<file path="config.mk">
export PLATFORM = sky130hd
export DESIGN_NAME = ram64x8_ctrl
export DESIGN_NICKNAME = d
export VERILOG_FILES = /design/src/rtl/ram64x8_ctrl.sv
export SDC_FILE = /design/constraint.sdc
export NUM_CORES = 1
export LEC_CHECK = 0
export BUFFER_PORTS_ARGS = -buffer_cell sky130_fd_sc_hd__buf_4
export CORE_MARGIN = 1.5
export CORE_UTILIZATION = 48
export CTS_CLUSTER_DIAMETER = 40
export DETAILED_ROUTE_END_ITERATION = 6
export MAX_ROUTING_LAYER = met4
export PLACE_DENSITY = 0.86
export SYNTH_ARGS = -nofsm -noshare
export SYNTH_HDL_FRONTEND = slang
export SYNTH_SLANG_ARGS = --single-unit
</file>
<file path="constraint.sdc">
create_clock -name clk -period 1.7 [get_ports clk]
set_input_delay 0.51 -clock clk [delete_from_list [all_inputs] [get_ports clk]]
set_output_delay 0.51 -clock clk [all_outputs]
set_load 0.01 [all_outputs]
</file>
<file path="src/rtl/ram64x8_ctrl.sv">
// Request/response front end for the 64x8 asynchronous SRAM: sequences
// active-low _ce/_we/_oe with programmable setup, strobe and hold phases.
module ram64x8_ctrl #(
  parameter int ADDR_W    = 6,
  parameter int DATA_W    = 8,
  parameter int SETUP_CYC = 1,
  parameter int PULSE_CYC = 2,
  parameter int HOLD_CYC  = 1
) (
  input  logic              clk,
  input  logic              _rst,
  input  logic              req_valid,
  output logic              req_ready,
  input  logic              req_we,
  input  logic [ADDR_W-1:0] req_adrs,
  input  logic [DATA_W-1:0] req_wdata,
  output logic              rsp_valid,
  output logic [DATA_W-1:0] rsp_rdata,
  output logic [ADDR_W-1:0] adrs,
  output logic [DATA_W-1:0] ram_din,
  output logic              ram_din_en,
  output logic              _ce,
  output logic              _we,
  output logic              _oe,
  input  logic [DATA_W-1:0] ram_dout
);

  typedef enum logic [1:0] {
    S_IDLE,
    S_SETUP,
    S_STROBE,
    S_HOLD
  } state_t;

  // Counters are loaded with length-1 so a phase ends on the cycle it reads zero.
  localparam logic [3:0] SETUP_LD = 4'(SETUP_CYC - 1);
  localparam logic [3:0] PULSE_LD = 4'(PULSE_CYC - 1);
  localparam logic [3:0] HOLD_LD  = 4'(HOLD_CYC - 1);

  state_t              r_state;
  logic [3:0]          r_cnt;
  logic                r_op;
  logic [ADDR_W-1:0]   r_adrs;
  logic [DATA_W-1:0]   r_din;
  logic                r_din_en;
  logic                r_ce;
  logic                r_we;
  logic                r_oe;
  logic                r_rsp_valid;
  logic [DATA_W-1:0]   r_rsp_rdata;

  always_ff @(posedge clk or negedge _rst) begin
    if (!_rst) begin
      r_state     <= S_IDLE;
      r_cnt       <= 4'd0;
      r_op        <= 1'b0;
      r_adrs      <= '0;
      r_din       <= '0;
      r_din_en    <= 1'b0;
      r_ce        <= 1'b1;
      r_we        <= 1'b1;
      r_oe        <= 1'b1;
      r_rsp_valid <= 1'b0;
      r_rsp_rdata <= '0;
    end else begin
      r_rsp_valid <= 1'b0;
      case (r_state)
        S_IDLE: begin
          if (req_valid) begin
            r_state  <= S_SETUP;
            r_cnt    <= SETUP_LD;
            r_op     <= req_we;
            r_adrs   <= req_adrs;
            r_din    <= req_wdata;
            r_ce     <= 1'b0;
            r_din_en <= req_we;
          end
        end
        S_SETUP: begin
          if (r_cnt == 4'd0) begin
            r_state <= S_STROBE;
            r_cnt   <= PULSE_LD;
            r_we    <= ~r_op;
            r_oe    <= r_op;
          end else begin
            r_cnt <= r_cnt - 4'd1;
          end
        end
        S_STROBE: begin
          if (r_cnt == 4'd0) begin
            r_state <= S_HOLD;
            r_cnt   <= HOLD_LD;
            r_we    <= 1'b1;
            r_oe    <= 1'b1;
            // _oe is still low on this edge, so ram_dout is valid here.
            if (!r_op) begin
              r_rsp_rdata <= ram_dout;
              r_rsp_valid <= 1'b1;
            end
          end else begin
            r_cnt <= r_cnt - 4'd1;
          end
        end
        S_HOLD: begin
          if (r_cnt == 4'd0) begin
            r_state  <= S_IDLE;
            r_ce     <= 1'b1;
            r_din_en <= 1'b0;
          end else begin
            r_cnt <= r_cnt - 4'd1;
          end
        end
        default: begin
          r_state <= S_IDLE;
        end
      endcase
    end
  end

  assign req_ready  = (r_state == S_IDLE);
  assign rsp_valid  = r_rsp_valid;
  assign rsp_rdata  = r_rsp_rdata;
  assign adrs       = r_adrs;
  assign ram_din    = r_din;
  assign ram_din_en = r_din_en;
  assign _ce        = r_ce;
  assign _we        = r_we;
  assign _oe        = r_oe;

endmodule

</file>
==> results of run 1 <==
## layout by cell type (no fill, tap or decap), types with 2 or more instances in the layout
master / instances
a31oi_1: 2
a21oi_1: 6
ha_1: 5
dfrtp_1: 31
nor2_1: 4
nor2b_1: 2
o22a_1: 2
nor3_1: 2
inv_1: 5
inv_2: 2
buf_6: 2
dfstp_2: 3
buf_4: 58
clkbuf_4: 5
o32ai_1: 3
nand2_1: 5
mux2_2: 23
## through the flow
step,cell area [um^2],worst slack (ps),hold slack [ps],utilization (%),TNS [ps]
after detailed placement,1980,-19.8,473,66.1,-19.8
after CTS,2060,11.0,92.8,68.8,0
after global routing,2080,-11.6,113,69.4,-19.9
after global placement,1980,87.7,470,66.1,0
final,2080,39.6,87.8,69.4,0
after floorplan,1500,125,214,-,0
## final cells by class
cell class / count / area (um^2) / share of cell area [%]
multi-input cells: 70 / 619 / 29.7
clock inverters: 2 / 12.5 / 0.601
clock buffers: 6 / 51.3 / 2.46
inverters: 7 / 26.3 / 1.26
well taps: 33 / 41.3 / 1.98
flip-flops and latches: 34 / 855 / 41.0
repair buffers: 61 / 478 / 22.9
## worst max-delay path: stages (launching register included)
cell and delay [ps]:
dfrtp_1 430, inv_2 110, ha_4 170, buf_6 100
## cells by family (layout without fill, tap and decap cells)
group,Yosys count,in the layout,synth area share [%]
DFF,34,34,57.0
muxes,23,23,17.3
AOI/OAI and AO/OA,20,20,9.09
and+or+nand+nor,20,20,8.01
buffers and inverters,10,76,3.09
adders and majority gates,6,6,5.00
xor gates and xnor gates,1,1,0.584
## per-layer routing
layer  up-vias  global-route usage, %
li1        540                      -
met1       567                   22.9
met2        51                   36.5
met3        11                   5.93
met4         0                   11.4
met5         -                      -
## flip-flops by register name, indices dropped and copies added, names as in the netlist, 2 cells and up
| signal | count |
|---|---|
| ram_din | 8 |
| adrs | 6 |
| r_cnt | 4 |
| rsp_rdata | 8 |
| r_state | 2 |
## final timing paths
path                               from            to  slack, ps  cells past startpoint
hold / removal                     _rst    ram_din[4]         90                      1
setup / recovery             r_state[0]     req_ready         40                      3
setup reg to reg               r_cnt[0]      r_cnt[3]         80                      6
max in group asynchronous          _rst           _ce       1280                      1
min in group clk            req_adrs[1]       adrs[1]        390                      2
hold reg to reg            rsp_rdata[6]  rsp_rdata[6]        520                      1
## repair_timing
action	in CTS	in global routing
setup buffers	0	1
setup endpoints to repair	2	9
pin swaps	1	1
gates resized for setup	6	2
## power by group through the flow
stage | sequential [mW] | clock, mW | combinational (mW)
after floorplan | 1.59 | 0 | 1.09
after global placement | 1.45 | 0 | 2.03
after detailed placement | 1.49 | 0 | 2.15
after CTS | 1.48 | 0.494 | 2.22
after global routing | 1.52 | 0.524 | 2.44
final | 1.47 | 0.486 | 2.24
==> reports/results.ini, run 1 <==
[status]
status = finished clean

[drt]
routed_met2_length_mm = 1.76
drt_drc_violations_left = 0
ant_nets = 0
first_iter_violations = 24
drt_pass1_iterations = 4
drt-wirelength-per-cell_um = 15.2
dr.max_layer_used = met4
drt-total-wl_mm = 3.24
via_count = 1169
wirelength_met1_mm = 1.20
vias_per_cell = 5.49
route.met3.wl_um = 205

[synth]
count_of_flip_flops_with_a_built_in_enable_after_synthesis = 0
synthesis.area_um2 = 1500
synthTopCellsByArea = dfrtp_1 (52%), mux2_2 (17%), dfstp_2 (5.3%)
postSynthRegisterBits = 34
synth_cell_types = 30
synth.most_common_cell = dfrtp_1
syn-mean-instance-area_um2 = 13.2
postSynthCellCount = 114
postSynth.asyncResetShare_pct = 100
ys.warnings.count = 0
synthesis.nets = 146
synth_top_area_share_pct = 51.7
synth_ff_type = dfrtp_1
yosysTopAreaCell = dfrtp_1
yosysSeqAreaShare_pct = 57.0
synth.top_cells.by_count = dfrtp_1 (31), mux2_2 (23), inv_1 (7)

[sta]
timing.final.setup_violations = 0
tightest_slew_ps = 417
worst_clock_skew_ps = 4.99
finalHoldViolations = 0
timing.final.crit_share_pct = 97.7
worst_slew_margin_rel_pct = 72.2
timing.fmax_ghz = 0.602
setup_repair_after_global_routing_missed_its_margin = yes
finalWorstPathRequiredPeriod_ps = 1660
maxSlewViolCount = 0

[worst_setup_path]
timing.critical_path.fanout_max = 6
cp_endpoint_kind = primary output
cp_arrival_ps = 1150
timing.critical_path.required_ps = 1190
start_kind = register
timing.setup.critical_path_class = register to primary output

[layout]
layout_nets = 211
stdcell_count = 213
drive_above_1_share_pct = 56.1
n_fill_cell = 233
antenna_cells = 0
syn2layout_area_growth_pct = 38.9

[power]
max_vdd_drop_uv = 986
total_leakage_power_nw = 1.00
clkPwrFrac_pct = 11.6
switchingPower_mw = 1.53
p_seq_share_pct = 35.1
internal-power_mw = 2.67
report.power.total_mw = 4.20
power_switching_share_pct = 36.5
power_frac_comb_pct = 53.3
cellPowerDensity_nw_per_um2 = 2020

[floorplanning]
floorplan.die_area_um2 = 3470
core.rowCount = 20
die_h_um = 58.9
io_pins = 54
floorplan.initialDensity_pct = 50.0
die_w_um = 58.9
core_region_area_um2 = 3000

[clock_tree]
cts_made_buffers = 5
cts-htree-levels = 2
postCtsHoldBufs = 0
tritoncts = yes
cts_max_path_buffers = 2
insertion_delay_ps = 340
clock_sinks = 34
cts.reportedPaths.clkPinSlew_ps = 110
clockRootBuffer = clkbuf_4

[global_route]
largest_net_degree_at_the_start_of_global_routing = 35
first_pass_grt_wire_length_mm = 5.31
grt_antenna_before_repair = 0
grt_pass1_vias = 1226
grtUsageTotal_pct = 21.6
globalRoute.totalOverflow = 0

[run]
max-cap-violations = 0

[placed_design]
io_buffers = 53
routabilityCongestion = 0.854
number_of_placed_cells_counting_well_taps = 204
hpwlAfterDp_mm = 2.47

[hold_path]
hp-class = input pin to asynchronous set/reset pin

No activity file was read; power rests on OpenSTA's default activity.
==> run 2: changes to the inputs <==
==> constraint.sdc (replaced) <==
create_clock -name clk -period 1.7 [get_ports clk]
set_input_delay 0.17 -clock clk [delete_from_list [all_inputs] [get_ports clk]]
set_output_delay 0.17 -clock clk [all_outputs]
set_load 0.01 [all_outputs]
==> run 2 against run 1 <==
Fmax is 2.5% higher. Critical path depth grew 3. Register-to-register slack about the same. Core utilization is 0.87 points lower. Clock power shrank 11%. Non-clock buffer count unchanged. Cell count unchanged. Sequential share of layout area increased by 0.52 points. Critical path type is now register to register. Largest cell class unchanged. Largest power group unchanged. Highest routed layer unchanged.
==> reports/results.ini, run 2 (synthesis results as in run 1) <==
[sta]
setup_tns_ps = 0  ; unchanged
timing.fmax_ghz = 0.617  ; +2.5%
timing.final.setup_violations = 0  ; unchanged
setup_slack_ps = 80.1  ; +40.6 ps
worst_clock_skew_ps = 15.0  ; +10.0 ps
timing.final.crit_share_pct = 95.3  ; -2.4 points
finalHoldViolations = 0  ; unchanged
hold-worst-slack_ps = 52.3  ; -35.6 ps
maxSlewViolCount = 0  ; unchanged
worst_slew_margin_rel_pct = 72.3  ; +0.077 points
setup_repair_after_global_routing_missed_its_margin = no
tightest_slew_ps = 416  ; -1.16 ps
finalWorstPathRequiredPeriod_ps = 1620  ; -40.6 ps

[worst_setup_path]
timing.critical_path.fanout_max = 11  ; +5
cp_slowest_stage_delay_ps = 360  ; -70 ps
start_kind = register
regToRegSetupSlack_ps = 80  ; about the same
timing.setup.critical_path_class = register to register
crit_path_top_delay_cell = dfrtp_1
cp_endpoint_kind = register
regToRegEndpoint = r_state[1]
timing.critical_path.required_ps = 1940  ; +750 ps
cp_arrival_ps = 1860  ; +710 ps
worstPathBufferInverterCount = 2  ; unchanged
cp_top_family = flip-flops
timing.rr.start = r_cnt[0]
crit_path_cell_trace = inv_1 > ha_1 > nor3b_2 > buf_4 > o21ai_1 > mux2_2
ff2ff_path_depth = 6  ; unchanged

[drt]
drt_pass1_iterations = 4  ; unchanged
first_iter_violations = 17  ; -29%
drt-total-wl_mm = 3.06  ; -5.6%
drt_drc_violations_left = 0  ; unchanged
ant_nets = 0  ; unchanged
drt-wirelength-per-cell_um = 14.4  ; -5.6%
via_count = 1125  ; -3.8%
vias_per_cell = 5.28  ; -3.8%

[hold_path]
hp-class = input pin to register
hold-path-cell-count = 2
min_from = req_valid
min_to = r_cnt[3]

[layout]
final_design_area_no_fill_um2 = 2060  ; -1.3%
layout_nets = 211  ; unchanged
syn2layout_area_growth_pct = 37.1
most_common_cell_after_layout_fill_and_taps_aside = buf_4
drive_above_1_share_pct = 53.3  ; -2.8 points
top_library_cells_by_usage_in_the_layout_fill_and_taps_aside = buf_4 (59), dfrtp_1 (31), mux2_2 (23), inv_1 (7)
antenna_cells = 0  ; unchanged
stdcell_count = 213  ; unchanged
finish.utilization_pct = 68.5  ; -0.87 points

[global_route]
grt_pass1_vias = 1126  ; -8.2%
globalRoute.totalOverflow = 0  ; unchanged
grtUsageTotal_pct = 19.3  ; -2.3 points
first_pass_grt_wire_length_mm = 4.77  ; -10%
largest_net_degree_at_the_start_of_global_routing = 35  ; unchanged
grt_antenna_before_repair = 0  ; unchanged

[placed_design]
place_worst_setup_slack_ps = 13.2  ; +33.0 ps
number_of_placed_cells_counting_well_taps = 204  ; unchanged
routabilityCongestion = 0.814  ; -4.6%
hpwlAfterDp_mm = 2.34  ; -5.4%
io_buffers = 53  ; unchanged
place_area_um2 = 1980  ; unchanged

[clock_tree]
cts_made_buffers = 5  ; unchanged
tritoncts = yes
insertion_delay_ps = 340  ; about the same
clock_sinks = 34  ; unchanged
cts_max_path_buffers = 2  ; unchanged
clockRootBuffer = clkbuf_4
cts.reportedPaths.clkPinSlew_ps = 100  ; about the same
cts-htree-levels = 2  ; unchanged

[floorplanning]
floorplan.initialDensity_pct = 50.0  ; unchanged
io_pins = 54  ; unchanged
core.rowCount = 20  ; unchanged
die_w_um = 58.9  ; unchanged
core_region_area_um2 = 3000  ; unchanged
die_h_um = 58.9  ; unchanged
floorplan.die_area_um2 = 3470  ; unchanged

[run]
max-cap-violations = 0  ; unchanged

[power]
total_leakage_power_nw = 1.00  ; -0.28%
max_vdd_drop_uv = 987  ; +0.12%
cellPowerDensity_nw_per_um2 = 1950  ; -3.1%
report.power.total_mw = 4.02  ; -4.3%

[status]
status = finished clean

==> run 2: worst register-to-register path: stages, from the launching register on <==
cell and delay [ps]:
dfrtp_1 360, inv_1 80, ha_1 200, nor3b_2 150, buf_4 170, o21ai_1 200, mux2_2 350
==> run 2: worst max path at each step <==
stage	start	end	cells after the start
after global routing	r_cnt[0]	r_state[1]	6
final	r_cnt[0]	r_state[1]	6
after detailed placement	r_cnt[0]	r_state[1]	6
after CTS	r_cnt[0]	r_cnt[3]	6
after global placement	r_cnt[0]	r_state[1]	6
after floorplan	r_state[0]	adrs[0]	5
==> run 2: cell type report <==
type | instances | area [um^2]
sequential | 34 | 855
clock buffer | 6 | 41.3
tap | 33 | 41.3
timing repair buffer | 61 | 473
fill | 234 | 946
multi-input combinational | 70 | 607
inverter | 7 | 26.3
clock inverter | 2 | 13.8
==> run 2: report_power, final <==
part / switching (mW) / internal, mW / total (mW)
combinational: 0.942 / 1.18 / 2.12
clock: 0.269 / 0.162 / 0.431
sequential: 0.236 / 1.23 / 1.47
==> run 2: repair_timing <==
item,in CTS,in global routing
setup buffers,0,0
pin swaps,0,0
hold buffers,1,0
gates resized for setup,1,1
endpoints found under the hold margin,31,0
endpoints found under the setup margin,1,1
==> run 2: metal layers <==
layer  share of wire (%)  global-route usage, %  wire (um)
met4                 1.6                   6.49         50
met1                  39                   20.7       1210
met5                   0                      -          0
met2                  53                   33.3       1620
met3                 6.1                   6.59        187
